File: src/rtl/ariane_ace.sv
// Shared ACE snoop-channel field widths and encodings for the Ariane cache subsystem.
package ariane_ace;

  localparam int unsigned AcSnoopWidth = 4;
  localparam int unsigned AcProtWidth  = 3;
  localparam int unsigned CrRespWidth  = 5;

  // CR response bit positions
  localparam int unsigned CrRespDataTransfer = 0;
  localparam int unsigned CrRespError        = 1;
  localparam int unsigned CrRespPassDirty    = 2;
  localparam int unsigned CrRespIsShared     = 3;
  localparam int unsigned CrRespWasUnique    = 4;

  typedef enum logic [AcSnoopWidth-1:0] {
    AcReadOnce           = 4'b0000,
    AcReadShared         = 4'b0001,
    AcReadClean          = 4'b0010,
    AcReadNotSharedDirty = 4'b0011,
    AcReadUnique         = 4'b0111,
    AcCleanShared        = 4'b1000,
    AcCleanInvalid       = 4'b1001,
    AcMakeInvalid        = 4'b1101,
    AcDvmComplete        = 4'b1110,
    AcDvmMessage         = 4'b1111
  } ac_snoop_e;

  typedef logic [CrRespWidth-1:0] cr_resp_t;

endpackage

File: src/rtl/fifo_v3.sv
// Registered (non fall-through) FIFO, common_cells-compatible subset; flush_i clears synchronously.
module fifo_v3 #(
  parameter int unsigned DATA_WIDTH = 32,
  parameter int unsigned DEPTH      = 8
) (
  input  logic                  clk_i,
  input  logic                  rst_ni,
  input  logic                  flush_i,
  output logic                  full_o,
  output logic                  empty_o,
  input  logic [DATA_WIDTH-1:0] data_i,
  input  logic                  push_i,
  output logic [DATA_WIDTH-1:0] data_o,
  input  logic                  pop_i
);

  localparam int unsigned AddrDepth = (DEPTH > 1) ? $clog2(DEPTH) : 1;
  localparam logic [AddrDepth-1:0] LastPtr = AddrDepth'(DEPTH - 1);
  localparam logic [AddrDepth:0]   FullCnt = (AddrDepth + 1)'(DEPTH);

  logic [AddrDepth-1:0]  rd_ptr_q, rd_ptr_d;
  logic [AddrDepth-1:0]  wr_ptr_q, wr_ptr_d;
  logic [AddrDepth:0]    cnt_q, cnt_d;
  logic [DATA_WIDTH-1:0] mem_q [DEPTH];
  logic                  do_push, do_pop;

  assign full_o  = (cnt_q == FullCnt);
  assign empty_o = (cnt_q == '0);
  assign do_push = push_i & ~full_o;
  assign do_pop  = pop_i & ~empty_o;
  assign data_o  = mem_q[rd_ptr_q];

  always_comb begin
    rd_ptr_d = rd_ptr_q;
    wr_ptr_d = wr_ptr_q;
    cnt_d    = cnt_q;
    if (do_push) wr_ptr_d = (wr_ptr_q == LastPtr) ? '0 : wr_ptr_q + AddrDepth'(1);
    if (do_pop)  rd_ptr_d = (rd_ptr_q == LastPtr) ? '0 : rd_ptr_q + AddrDepth'(1);
    if (do_push && !do_pop)      cnt_d = cnt_q + (AddrDepth + 1)'(1);
    else if (!do_push && do_pop) cnt_d = cnt_q - (AddrDepth + 1)'(1);
  end

  always_ff @(posedge clk_i) begin
    if (!rst_ni || flush_i) begin
      rd_ptr_q <= '0;
      wr_ptr_q <= '0;
      cnt_q    <= '0;
    end else begin
      rd_ptr_q <= rd_ptr_d;
      wr_ptr_q <= wr_ptr_d;
      cnt_q    <= cnt_d;
    end
  end

  always_ff @(posedge clk_i) begin
    if (do_push && !flush_i) mem_q[wr_ptr_q] <= data_i;
  end

endmodule

File: src/rtl/ace_snoop_buffer.sv
// Snoop buffer between the ACE interconnect and the dcache snoop port: queues AC,
// limits outstanding snoops, registers CR and gates/frames CD data.
module ace_snoop_buffer
  import ariane_ace::*;
#(
  parameter int unsigned AddrWidth      = 64,
  parameter int unsigned DataWidth      = 64,
  parameter int unsigned AcDepth        = 4,
  parameter int unsigned MaxOutstanding = 4,
  parameter int unsigned BeatsPerLine   = 2
) (
  input  logic                    clk_i,
  input  logic                    rst_i,

  input  logic                    ic_ac_valid_i,
  output logic                    ic_ac_ready_o,
  input  logic [AddrWidth-1:0]    ic_ac_addr_i,
  input  logic [AcSnoopWidth-1:0] ic_ac_snoop_i,
  input  logic [AcProtWidth-1:0]  ic_ac_prot_i,

  output logic                    dc_ac_valid_o,
  input  logic                    dc_ac_ready_i,
  output logic [AddrWidth-1:0]    dc_ac_addr_o,
  output logic [AcSnoopWidth-1:0] dc_ac_snoop_o,
  output logic [AcProtWidth-1:0]  dc_ac_prot_o,

  input  logic                    dc_cr_valid_i,
  output logic                    dc_cr_ready_o,
  input  logic [CrRespWidth-1:0]  dc_cr_resp_i,
  output logic                    ic_cr_valid_o,
  input  logic                    ic_cr_ready_i,
  output logic [CrRespWidth-1:0]  ic_cr_resp_o,

  input  logic                    dc_cd_valid_i,
  output logic                    dc_cd_ready_o,
  input  logic [DataWidth-1:0]    dc_cd_data_i,
  input  logic                    dc_cd_last_i,
  output logic                    ic_cd_valid_o,
  input  logic                    ic_cd_ready_i,
  output logic [DataWidth-1:0]    ic_cd_data_o,
  output logic                    ic_cd_last_o,

  output logic                    busy_o,
  output logic                    cd_err_o
);

  localparam int unsigned CntWidth  = $clog2(MaxOutstanding + 1);
  localparam int unsigned BeatWidth = (BeatsPerLine > 1) ? $clog2(BeatsPerLine) : 1;
  localparam int unsigned AcWidth   = AddrWidth + AcSnoopWidth + AcProtWidth;
  localparam logic [CntWidth-1:0]  MaxOs    = CntWidth'(MaxOutstanding);
  localparam logic [BeatWidth-1:0] LastBeat = BeatWidth'(BeatsPerLine - 1);

  typedef enum logic {CdIdle, CdData} cd_state_e;

  logic [AcWidth-1:0]     ac_wdata, ac_rdata;
  logic                   ac_full, ac_empty;
  logic                   ac_push, ac_pop;
  logic                   dc_cr_hs, ic_cr_hs, cd_hs, has_data;

  logic [CntWidth-1:0]    outstanding_q, outstanding_d;
  logic [CntWidth-1:0]    data_pending_q, data_pending_d;
  logic                   cr_full_q, cr_full_d;
  logic [CrRespWidth-1:0] cr_resp_q, cr_resp_d;
  cd_state_e              cd_state_q, cd_state_d;
  logic [BeatWidth-1:0]   beat_q, beat_d;
  logic                   cd_err_q, cd_err_d;

  assign ac_wdata = {ic_ac_prot_i, ic_ac_snoop_i, ic_ac_addr_i};
  assign {dc_ac_prot_o, dc_ac_snoop_o, dc_ac_addr_o} = ac_rdata;

  fifo_v3 #(
    .DATA_WIDTH (AcWidth),
    .DEPTH      (AcDepth)
  ) i_ac_fifo (
    .clk_i   (clk_i),
    .rst_ni  (1'b1),
    .flush_i (rst_i),
    .full_o  (ac_full),
    .empty_o (ac_empty),
    .data_i  (ac_wdata),
    .push_i  (ac_push),
    .data_o  (ac_rdata),
    .pop_i   (ac_pop)
  );

  assign ic_ac_ready_o = ~ac_full;
  assign dc_ac_valid_o = ~ac_empty & (outstanding_q < MaxOs);
  assign ac_push       = ic_ac_valid_i & ic_ac_ready_o;
  assign ac_pop        = dc_ac_valid_o & dc_ac_ready_i;

  assign dc_cr_ready_o = ~cr_full_q | ic_cr_ready_i;
  assign ic_cr_valid_o = cr_full_q;
  assign ic_cr_resp_o  = cr_resp_q;
  assign dc_cr_hs      = dc_cr_valid_i & dc_cr_ready_o;
  assign ic_cr_hs      = cr_full_q & ic_cr_ready_i;

  assign has_data      = (data_pending_q != '0);
  assign ic_cd_valid_o = dc_cd_valid_i & has_data;
  assign dc_cd_ready_o = ic_cd_ready_i & has_data;
  assign ic_cd_data_o  = dc_cd_data_i;
  assign ic_cd_last_o  = dc_cd_last_i;
  assign cd_hs         = dc_cd_valid_i & ic_cd_ready_i & has_data;

  assign busy_o   = ~ac_empty | (outstanding_q != '0) | cr_full_q | has_data;
  assign cd_err_o = cd_err_q;

  always_comb begin
    outstanding_d = outstanding_q;
    if (ac_pop && !ic_cr_hs)      outstanding_d = outstanding_q + CntWidth'(1);
    else if (!ac_pop && ic_cr_hs) outstanding_d = outstanding_q - CntWidth'(1);

    // Draining and refilling the CR slot in the same cycle keeps it full.
    cr_full_d = cr_full_q;
    cr_resp_d = cr_resp_q;
    if (ic_cr_hs) cr_full_d = 1'b0;
    if (dc_cr_hs) begin
      cr_full_d = 1'b1;
      cr_resp_d = dc_cr_resp_i;
    end

    data_pending_d = data_pending_q;
    if ((ic_cr_hs && cr_resp_q[CrRespDataTransfer]) && !(cd_hs && dc_cd_last_i))
      data_pending_d = data_pending_q + CntWidth'(1);
    else if (!(ic_cr_hs && cr_resp_q[CrRespDataTransfer]) && (cd_hs && dc_cd_last_i))
      data_pending_d = data_pending_q - CntWidth'(1);
  end

  always_comb begin
    cd_state_d = cd_state_q;
    beat_d     = beat_q;
    cd_err_d   = cd_err_q;
    if (cd_hs) begin
      if (dc_cd_last_i != (beat_q == LastBeat)) cd_err_d = 1'b1;
      // A missing last on the final beat still restarts the index for the next line.
      if (dc_cd_last_i || (beat_q == LastBeat)) beat_d = '0;
      else                                      beat_d = beat_q + BeatWidth'(1);
      unique case (cd_state_q)
        CdIdle:  if (!dc_cd_last_i) cd_state_d = CdData;
        CdData:  if (dc_cd_last_i)  cd_state_d = CdIdle;
        default: cd_state_d = CdIdle;
      endcase
    end
  end

  always_ff @(posedge clk_i) begin
    if (rst_i) begin
      outstanding_q  <= '0;
      data_pending_q <= '0;
      cr_full_q      <= 1'b0;
      cr_resp_q      <= '0;
      cd_state_q     <= CdIdle;
      beat_q         <= '0;
      cd_err_q       <= 1'b0;
    end else begin
      outstanding_q  <= outstanding_d;
      data_pending_q <= data_pending_d;
      cr_full_q      <= cr_full_d;
      cr_resp_q      <= cr_resp_d;
      cd_state_q     <= cd_state_d;
      beat_q         <= beat_d;
      cd_err_q       <= cd_err_d;
    end
  end

endmodule

File: config.mk
export PLATFORM = sky130hd
export DESIGN_NAME = ace_snoop_buffer
export DESIGN_NICKNAME = d
export VERILOG_FILES = /design/src/rtl/ariane_ace.sv /design/src/rtl/fifo_v3.sv /design/src/rtl/ace_snoop_buffer.sv
export SDC_FILE = /design/constraint.sdc
export NUM_CORES = 1
export LEC_CHECK = 0
export BUFFER_PORTS_ARGS = -buffer_cell sky130_fd_sc_hd__buf_2
export CAP_MARGIN = 20
export CELL_PAD_IN_SITES_DETAIL_PLACEMENT = 1
export CELL_PAD_IN_SITES_GLOBAL_PLACEMENT = 2
export CORE_UTILIZATION = 39
export CTS_BUF_LIST = sky130_fd_sc_hd__clkbuf_16
export DETAILED_ROUTE_END_ITERATION = 10
export PLACE_DENSITY_LB_ADDON = 0.12
export SETUP_SLACK_MARGIN = 0.15
export SYNTH_ARGS = -nofsm -noshare
export SYNTH_HDL_FRONTEND = slang
export SYNTH_SLANG_ARGS = --single-unit
File: constraint.sdc
create_clock -name clk_i -period 3.6 [get_ports clk_i]
set_clock_uncertainty 0.15 [all_clocks]
set_input_delay 0.36 -clock clk_i [delete_from_list [all_inputs] [get_ports clk_i]]
set_output_delay 0.36 -clock clk_i [all_outputs]
set_load 0.05 [all_outputs]
==> results.cfg, run 1 <==
[yosys]
synth_top_area_share_pct = 71.3
synth.distinct_cells = 31
yosysWarningCount = 0
syn_avg_cell_area_um2 = 21.3
yosys.area.top_type = edfxtp_1
yosysSeqAreaShare_pct = 75.1
synthFlopType = edfxtp_1
ys_seq_elements = 307
syn_inst = 561
ys_top_cells_by_area = edfxtp_1, mux4_2, buf_4
syn-num-nets = 722
async_flop_share_pct = 0
netlist_area_um2 = 12000
synth_edf_count = 284

[die]
die_h_um = 177
io_pins = 298
fp.dieArea_um2 = 31400
core-area_um2 = 30000
start_util_pct = 40.0
row_count = 63
die_x_um = 177

[critical_path]
timing.rr.start = i_ac_fifo.cnt_q[0]$_SDFFE_PP0P_
crit_fanout = 20
cp-end-kind = primary output
reg2regPathDepth = 8
crit_arrival_ps = 2260
r2r_slack_ps = 1150
worst_setup_path_start_kind = register
criticalPathCategory = reg -> out
cp.required_ps = 3090
r2r_end = i_ac_fifo.cnt_q[2]$_SDFFE_PP0P_

[global_route]
grt_max_degree = 55
grt_pass1_vias = 6657
antenna_found_initial = 0
grt_use_total_pct = 15.7
grt_remaining_overflow = 0
grt_pass1_wl_um = 37300

[hold_path]
min_path_type = in -> reg
holdPathStages = 3
worst_hold_startpoint = dc_cr_valid_i
whs_endpoint = ic_cr_resp_o[3]$_SDFFE_PP0P_

[clocking]
cts_buffer_depth = 3
cts-root-buf = clkbuf_16
post-cts-setup-buffers = 0
clk_latency_ps = 500
numCtsBuffers = 35
cts.sinks = 307
cts_max_level = 2
clk_pin_slew_ps = 60
cts_tree = done

[route]
dr.pass1.iters = 4
wl_per_cell_um = 20.2
drc = 0
drt_wl_total_um = 23900
num_vias = 5841
drtIter0Drc = 304
ant_nets = 0
via_per_inst = 4.94

[cells_and_area]
fin_cells = 1182
regArea_um2 = 9000
finalInstanceArea_um2 = 14600
drive_gt1_share_pct = 38.9
syn_to_final_growth_pct = 22.4
diodes = 0
nFillCells = 2801
multi_input_area_um2 = 2260
fin_util_pct = 48.9
nNetsFinal = 930

[pwr]
ir_drop_uv = 474
power.leakage_nw = 5.08
power.density_nw_per_um2 = 728

[timing]
fin_crit_ps = 2770
fin_crit_sh_pct = 76.8
hold_violations = 0
hold_ws_ps = 38.9
slew_headroom_pct = 59.7
tightest_slew_ps = 604
setup-violations-final = 0
max_freq_mhz = 361
maxSlewViolCount = 0
tns_ps = 0
rsz0062_at_grt = false

[placed_design]
gp_congestion = 0.722
place_area_um2 = 12800
port_buffers = 169
dp_cells = 1045
place_hpwl_um = 14400

[run]
max-cap-violations = 0

[run_status]
status = complete, no violations
-- flip-flops by register name, indices dropped and copies added, names as in the netlist, named ones only --
signal and count:
outstanding_q 3, ic_cr_valid_o 1, i_ac_fifo.mem_q 284, ic_cr_resp_o 5, cd_err_o 1, data_pending_q 3, beat_q 1, i_ac_fifo.rd_ptr_q 2
i_ac_fifo.wr_ptr_q 2, i_ac_fifo.cnt_q 3
-- per-stage QoR --
step / setup slack [ps] / total power [mW]
2_1_floorplan: 514 / 6.95
3_3_place_gp: 1240 / 7.30
3_5_place_dp: 1150 / 7.35
4_1_cts: 735 / 10.8
5_1_grt: 657 / 11.1
6_report: 834 / 10.7
-- routing by layer --
metal | vias up | part of all wire, % | track usage, %
li1 | 2610 | - | -
met1 | 2987 | 42 | 19.8
met2 | 166 | 51 | 26.8
met3 | 78 | 5.5 | 3.26
met4 | 0 | 2.4 | 5.17
met5 | - | 0 | 0
-- critical path: stages (launching register included) --
cell,delay [ps]
dfxtp_4,500
buf_4,440
mux4_2,590
buf_2,230
-- final cells by class --
class | instances | area share [%]
flip-flops and latches | 307 | 61.4
inverters | 14 | 0.359
repair buffers | 254 | 11.9
multi-input cells | 157 | 15.4
clock inverters | 23 | 1.24
clock buffers | 37 | 6.32
well taps | 390 | 3.33
-- worst max path at each step --
stage	startpoint	cells past startpoint	end
after global routing	register	3	dc_ac_addr_o[63]
final	register	3	dc_ac_addr_o[63]
after floorplan	i_ac_fifo.cnt_q[0]$_SDFFE_PP0P_	3	i_ac_fifo.mem_q[1][0]$_DFFE_PP_
after global placement	i_ac_fifo.cnt_q[0]$_SDFFE_PP0P_	4	i_ac_fifo.mem_q[2][1]$_DFFE_PP_
after CTS	register	3	dc_ac_addr_o[63]
after detailed placement	i_ac_fifo.cnt_q[0]$_SDFFE_PP0P_	8	i_ac_fifo.cnt_q[2]$_SDFFE_PP0P_
-- cell families after synthesis --
| kind of cell | count (synthesis) | synth area share [%] |
|---|---|---|
| compound gates | 24 | 1.14 |
| xor+xnor | 6 | 0.439 |
| fa+ha+maj | 12 | 1.44 |
| buf+inv | 97 | 6.17 |
| flops | 307 | 75.1 |
| mux | 76 | 13.8 |
| simple gates | 39 | 1.89 |
-- where the power goes --
part | leakage (nW) | internal [mW] | switching, mW
Clock | 0.568 | 2.06 | 1.32
Combinational | 1.75 | 0.984 | 1.99
Sequential | 2.77 | 4.14 | 0.158
Total | 5.08 | 7.19 | 3.47
-- placed cells by master, fill, tap and decap left out, types with 3 or more instances in the layout --
cell	n
clkbuf_16	37
and3_4	4
or3_1	3
inv_1	18
buf_4	3
xor2_1	6
clkinv_2	9
ha_1	9
buf_2	169
nor3_1	3
nor2_1	10
dlygate4sd3_1	77
bufinv_16	3
dfxtp_1	21
mux2i_1	4
o21ai_0	9
buf_12	5
mux4_2	70
fa_1	3
nand3_1	8
a21oi_1	11
nor2b_1	4
clkinv_1	6
edfxtp_1	284
-- cell usage after synthesis, drive strengths merged, types with 2 or more instances --
cell / n
mux4: 71
o311a: 2
nor3: 5
edfxtp: 284
clkbuf: 2
fa: 3
nor2: 10
nand2: 2
ha: 9
nor2b: 4
xor2: 6
and3: 5
nand3: 8
or3: 3
o21ai: 9
inv: 14
dfxtp: 23
buf: 81
mux2i: 4
a21oi: 11
-- repair_timing --
item,CTS,global route
hold endpoints to repair,291,0
hold buffers,77,0
gates resized for setup,0,0
Note: power is estimated with default switching activity, not from simulation.
==> run 2: changes to the inputs <==
Settings changed: ABC_AREA from default to 1, CORE_UTILIZATION 39 to 35.
Clock period 3.6 ns to 2.6 ns, I/O delays scaled along.
==> run 2 against run 1 <==
  * Critical path depth rose by 2
  * Clock power rose by 39%
  * Via count rose by 30%
  * First-iteration DRC count fell by 6.9%
  * Largest power group is now combinational logic
==> results.cfg, run 2 <==
[run_status]
status = complete, no violations

[pwr]
power.density_nw_per_um2 = 1120
power.leakage_nw = 5.51
ir_drop_uv = 579
power_mw = 16.9

[yosys]
synthFlopType = edfxtp_1
synth.distinct_cells = 22
yosysSeqAreaShare_pct = 73.7
yosysWarningCount = 0
async_flop_share_pct = 0
syn-num-nets = 1080
ys_seq_elements = 307
syn_avg_cell_area_um2 = 13.3
synth_edf_count = 284
syn_inst = 919
netlist_area_um2 = 12200
yosys-top-cells-count = edfxtp_1, nor2_1, o21ai_0
yosys.area.top_type = edfxtp_1
synth_top_area_share_pct = 70.0
ys_top_cells_by_area = edfxtp_1, nor2_1, o21ai_0
synth_most_common_cell = edfxtp_1

[cells_and_area]
nFillCells = 3514
drive_gt1_share_pct = 22.1
largest_reg_flops = 284
final_cell_mix = edfxtp_1, nor2_1, buf_2
nNetsFinal = 1274
diodes = 0
syn_to_final_growth_pct = 24.2
fin_cells = 1586
top_register = i_ac_fifo.mem_q
mostFrequentLayoutCell = edfxtp_1

[global_route]
met1_usage_pct = 19.7
grt_max_degree = 72
grt_pass1_wl_um = 43800
grt_pass1_vias = 7959
top_usage_layer = met2
grt_use_total_pct = 15.8
antenna_found_initial = 2
grtUsageMet3_pct = 3.50
grt_remaining_overflow = 0
met2_usage_pct = 27.2

[die]
io_pins = 298
die_h_um = 189
fp.dieArea_um2 = 35600
core-area_um2 = 33900
row_count = 67
die_x_um = 189
start_util_pct = 36.0

[placed_design]
gp_congestion = 0.712
post-place-ws_ps = 550
dp_cells = 1442
place_hpwl_um = 16000
port_buffers = 169

[route]
drc = 0
drtIter0Drc = 283
wl_per_cell_um = 18.1
drt_wl_total_um = 28600
num_vias = 7618
ant_nets = 0
via_per_inst = 4.80
dr.pass1.iters = 6

[critical_path]
cp-end-kind = primary output
max_stage_delay_ps = 380
cp.required_ps = 2190
criticalPathCategory = reg -> out
crit_fanout = 36
r2r_slack_ps = 560
reg2regPathDepth = 12
slowest_stage = dfxtp_4
crit_arrival_ps = 1940
worstPathCellList = inv_8 > buf_12 > nor2_1 > o22ai_1 > clkbuf_4
r2r_end = i_ac_fifo.cnt_q[2]$_SDFFE_PP0P_
worst_setup_path_start_kind = register
timing.rr.start = i_ac_fifo.cnt_q[0]$_SDFFE_PP0P_

[clocking]
cts_buffer_depth = 3
cts_tree = done
numCtsBuffers = 36
clk_pin_slew_ps = 50
cts_max_level = 2
cts-root-buf = clkbuf_16
clk_latency_ps = 490
cts.sinks = 307

[timing]
setup-violations-final = 0
slew_headroom_pct = 66.0
tns_ps = 0
fin_crit_sh_pct = 90.3
timing.final.ws_setup_ps = 252
hold_violations = 0
rsz0062_at_grt = true
fin_crit_ps = 2350
maxSlewViolCount = 0
hold_ws_ps = 27.5
max_freq_mhz = 426
tightest_slew_ps = 510

[hold_path]
holdPathStages = 3
whs_endpoint = ic_cr_valid_o$_SDFFE_PP0P_
worst_hold_startpoint = dc_cr_valid_i
min_path_type = in -> reg

[run]
max-cap-violations = 0
## run 2: cell count changes after synthesis, sizes merged, moves of 23 or more
| cell | change |
|---|---|
| o21ai | +144 |
| nand2 | +25 |
| inv | +23 |
| nor2 | +174 |
| o22ai | +71 |
| mux4 | -71 |
## run 2: cell families (layout without fill, tap and decap cells)
logic type	after synthesis	after routing	share of synthesized area, %
AO/OA/AOI/OAI	229	229	10.1
AND/OR/NAND/NOR	220	220	6.88
flip-flops	307	307	73.7
adder cells (fa/ha/maj)	12	12	1.42
XOR/XNOR	2	2	0.144
buffers and inverters	149	368	7.70
## run 2: stage by stage
step / utilization, % / cell area (um^2)
3_5_place_dp: 38.8 / 13100
5_1_grt: 44.7 / 15100
3_3_place_gp: 38.8 / 13100
6_report: 44.7 / 15100
4_1_cts: 44.5 / 15100
2_1_floorplan: - / 12300
## run 2: worst max-delay path by stage
stage | startpoint | endpoint | slack, ps | cells past startpoint
finish | register | dc_ac_addr_o[28] | 250 | 5
global route | register | dc_ac_addr_o[27] | 140 | 5
CTS | register | dc_ac_addr_o[31] | 180 | 5
detailed placement | i_ac_fifo.cnt_q[0]$_SDFFE_PP0P_ | i_ac_fifo.cnt_q[2]$_SDFFE_PP0P_ | 550 | 12
global placement | i_ac_fifo.cnt_q[2]$_SDFFE_PP0P_ | outstanding_q[2]$_SDFFE_PP0P_ | 580 | 13
floorplan | i_ac_fifo.cnt_q[0]$_SDFFE_PP0P_ | i_ac_fifo.mem_q[0][0]$_DFFE_PP_ | 130 | 6
## run 2: cell type report
cell class                 instances  area (um^2)  area share [%]
clock inverter                    25          170            1.12
multi-input combinational        463         2320            15.3
clock buffer                      38          951            6.28
tap                              448          561            3.70
sequential                       307         9000            59.4
inverter                          37          149           0.984
timing repair buffer             268         1990            13.1
## run 2: critical path, delay by kind of cell, from the launching register on
kind	cells	cell delay, ps
flip-flops	1	380
AO/OA/AOI/OAI	1	240
buffers and inverters	3	730
AND/OR/NAND/NOR	1	60
## run 2: power breakdown
part           switching (mW)  internal (mW)  total [mW]
Sequential              0.151           5.76        5.91
Combinational            4.73           1.54        6.27
Clock                    1.88           2.83        4.70
Total                    6.75           10.1        16.9
## run 2: repair_timing
item | in CTS | in global routing
endpoints found under the setup margin | 14 | 24
resized for setup | 6 | 8
hold endpoints to repair | 296 | 0
gates cloned | 0 | 2
hold buffers | 79 | 0
setup buffers | 0 | 0
## run 2: metal layers
metal  vias to the layer above  part of all wire (%)
met4                         2                   1.8
met3                        60                   5.3
li1                       3650                     -
met2                       177                    48
met1                      3729                    44
met5                         -                 0.035
==> run 3: changes to the inputs <==
Settings changed: SYNTH_HIERARCHICAL from default to 1.
==> run 3 against run 2 <==
  * Hold slack got worse by 10 ps
  * Maximum frequency is 0.16% lower
  * Worst setup slack lost 3.7 ps
  * Count of clock-buffer cells in the layout down 1
  * Critical path depth fell by 1
  * First-iteration DRC count is 13% lower
  * Die area increased by 0.79%
  * Largest cell class unchanged
==> results.cfg, run 3 <==
[critical_path]
crit_fanout = 47
cp-end-kind = primary output
cp.required_ps = 2190
crit_arrival_ps = 1940
criticalPathCategory = reg -> out
worst_setup_path_start_kind = register
timing.rr.start = i_ac_fifo/cnt_q[1]$_SDFFE_PP0P_

[global_route]
grt_use_total_pct = 17.2
grtUsageMet3_pct = 3.43
grt_pass1_vias = 8385
grt_max_degree = 59
met2_usage_pct = 29.7
met1_usage_pct = 21.2
top_usage_layer = met2
grt_remaining_overflow = 0
grt_pass1_wl_um = 47100
antenna_found_initial = 1

[route]
num_vias = 7774
dr.pass1.iters = 4
drtIter0Drc = 245
drt_wl_total_um = 30600
ant_nets = 0
wl_per_cell_um = 19.0
drc = 0
via_per_inst = 4.84

[run]
max-cap-violations = 0

[timing]
fin_crit_sh_pct = 90.4
hold_violations = 0
max_freq_mhz = 425
fin_crit_ps = 2350
rsz0062_at_grt = true
setup-violations-final = 0
tns_ps = 0
maxSlewViolCount = 0

[yosys]
yosys-top-cells-count = edfxtp_1, nor2_1, o21ai_0
ys_seq_elements = 307
synth_top_area_share_pct = 69.4
yosysWarningCount = 6
synthFlopType = edfxtp_1
async_flop_share_pct = 0
synth_most_common_cell = edfxtp_1
synth.distinct_cells = 29
syn_inst = 933
yosysSeqAreaShare_pct = 73.2
syn-num-nets = 1094
syn_avg_cell_area_um2 = 13.2
yosys.area.top_type = edfxtp_1
ys_top_cells_by_area = edfxtp_1, o21ai_0, nor2_1
netlist_area_um2 = 12300
synth_edf_count = 284

[pwr]
p_comb_share_pct = 10.1
sw_frac_of_total_pct = 23.7
power.leakage_nw = 5.57
power_frac_clock_pct = 39.9
power.density_nw_per_um2 = 731
power_frac_seq_pct = 50.0
ir_drop_uv = 340
p_switching_mw = 2.64
cellInternalPower_mw = 8.52

[cells_and_area]
mostFrequentLayoutCell = edfxtp_1
largest_reg_flops = 284
top_register = i_ac_fifo/mem_q
fin_util_pct = 44.2
final_cell_mix = edfxtp_1, nor2_1, buf_2
syn_to_final_growth_pct = 24.2
nNetsFinal = 1291
drive_gt1_share_pct = 22.1

[clocking]
cts_buffer_depth = 3
clk_latency_ps = 500
cts_max_level = 2
numCtsBuffers = 35
cts_tree = done
clk_pin_slew_ps = 60
cts.sinks = 307
cts-root-buf = clkbuf_16

[hold_path]
worst_hold_startpoint = dc_cd_valid_i
min_path_type = in -> reg

[placed_design]
place_hpwl_um = 17300
gp_congestion = 0.681
port_buffers = 169

[die]
die_h_um = 189
fp.dieArea_um2 = 35900
row_count = 68
die_x_um = 189
io_pins = 298
start_util_pct = 35.6
core-area_um2 = 34500

[run_status]
status = complete, no violations
## run 3: cell count changes in the layout (fill, tap and decap cells not counted), sizes merged, moves of 5 or more
| cell | before | now |
|---|---|---|
| nor2 | 184 | 179 |
| inv | 42 | 48 |
| clkbuf | 43 | 48 |
| buf | 184 | 178 |
## run 3: kinds of logic (layout without fill, tap and decap cells)
logic type | count (synthesis) | in the layout | share of synthesized area, %
other | 1 | 2 | 0.0305
XOR/XNOR | 1 | 1 | 0.0713
buffers and inverters | 156 | 374 | 7.87
AND/OR/NAND/NOR | 225 | 225 | 7.33
AO/OA/AOI/OAI | 231 | 231 | 10.1
adder cells (fa/ha/maj) | 12 | 12 | 1.41
flip-flops | 307 | 307 | 73.2
## run 3: metrics by stage
stage / worst slack [ps] / power (mW) / hold WS, ps / instances / cell area, um^2
2_1_floorplan: 27.2 / 6.62 / 179 / 933 / 12300
3_3_place_gp: 318 / 6.69 / 291 / 1462 / 13300
3_5_place_dp: 220 / 6.70 / 300 / 1462 / 13300
4_1_cts: 145 / 11.3 / 0.0405 / 1606 / 15200
5_1_grt: 94.9 / 11.6 / 54.2 / 1606 / 15300
6_report: 248 / 11.2 / 17.3 / 1607 / 15300
## run 3: worst paths after layout
path                                      to  slack (ps)  depth (start not counted)
max                         dc_ac_addr_o[32]         250                          4
min reg2reg            cd_err_o$_SDFFE_PP0P_         310                          2
min                    cd_err_o$_SDFFE_PP0P_          20                          5
max reg2reg  i_ac_fifo/cnt_q[2]$_SDFFE_PP0P_         390                         14
## run 3: metal layers
layer	routed length (um)	vias to the layer above
li1	-	3694
met1	13200	3845
met2	15100	147
met3	1420	88
met4	895	0
met5	0	-
## run 3: power groups by stage
stage / sequential, mW / clock, mW / combinational, mW
2_1_floorplan: 5.70 / 0 / 0.922
3_3_place_gp: 5.68 / 0 / 1.01
3_5_place_dp: 5.68 / 0 / 1.02
4_1_cts: 5.58 / 4.61 / 1.14
5_1_grt: 5.59 / 4.78 / 1.23
6_report: 5.58 / 4.46 / 1.13
## run 3: timing repair
item,4_1_cts,5_1_grt
resized for setup,7,33
hold buffers,83,0
setup buffers,2,0
setup endpoints to repair,70,43
cloned,1,0
hold endpoints to repair,291,0
## run 3: area by class of cell
type                       instances  area (um^2)
fill                            3620        19300
multi-input combinational        470         2390
timing repair buffer             272         2080
clock inverter                    21          113
sequential                       307         9000
antenna                            1         2.50
clock buffer                      37          926
tap                              455          569
inverter                          44          183
## run 3: worst max-delay path, stage by stage, from the launching register on
cell     delay [ps]
dfxtp_4         520
buf_12          270
o21ai_0         120
o22ai_1         180
buf_2           320
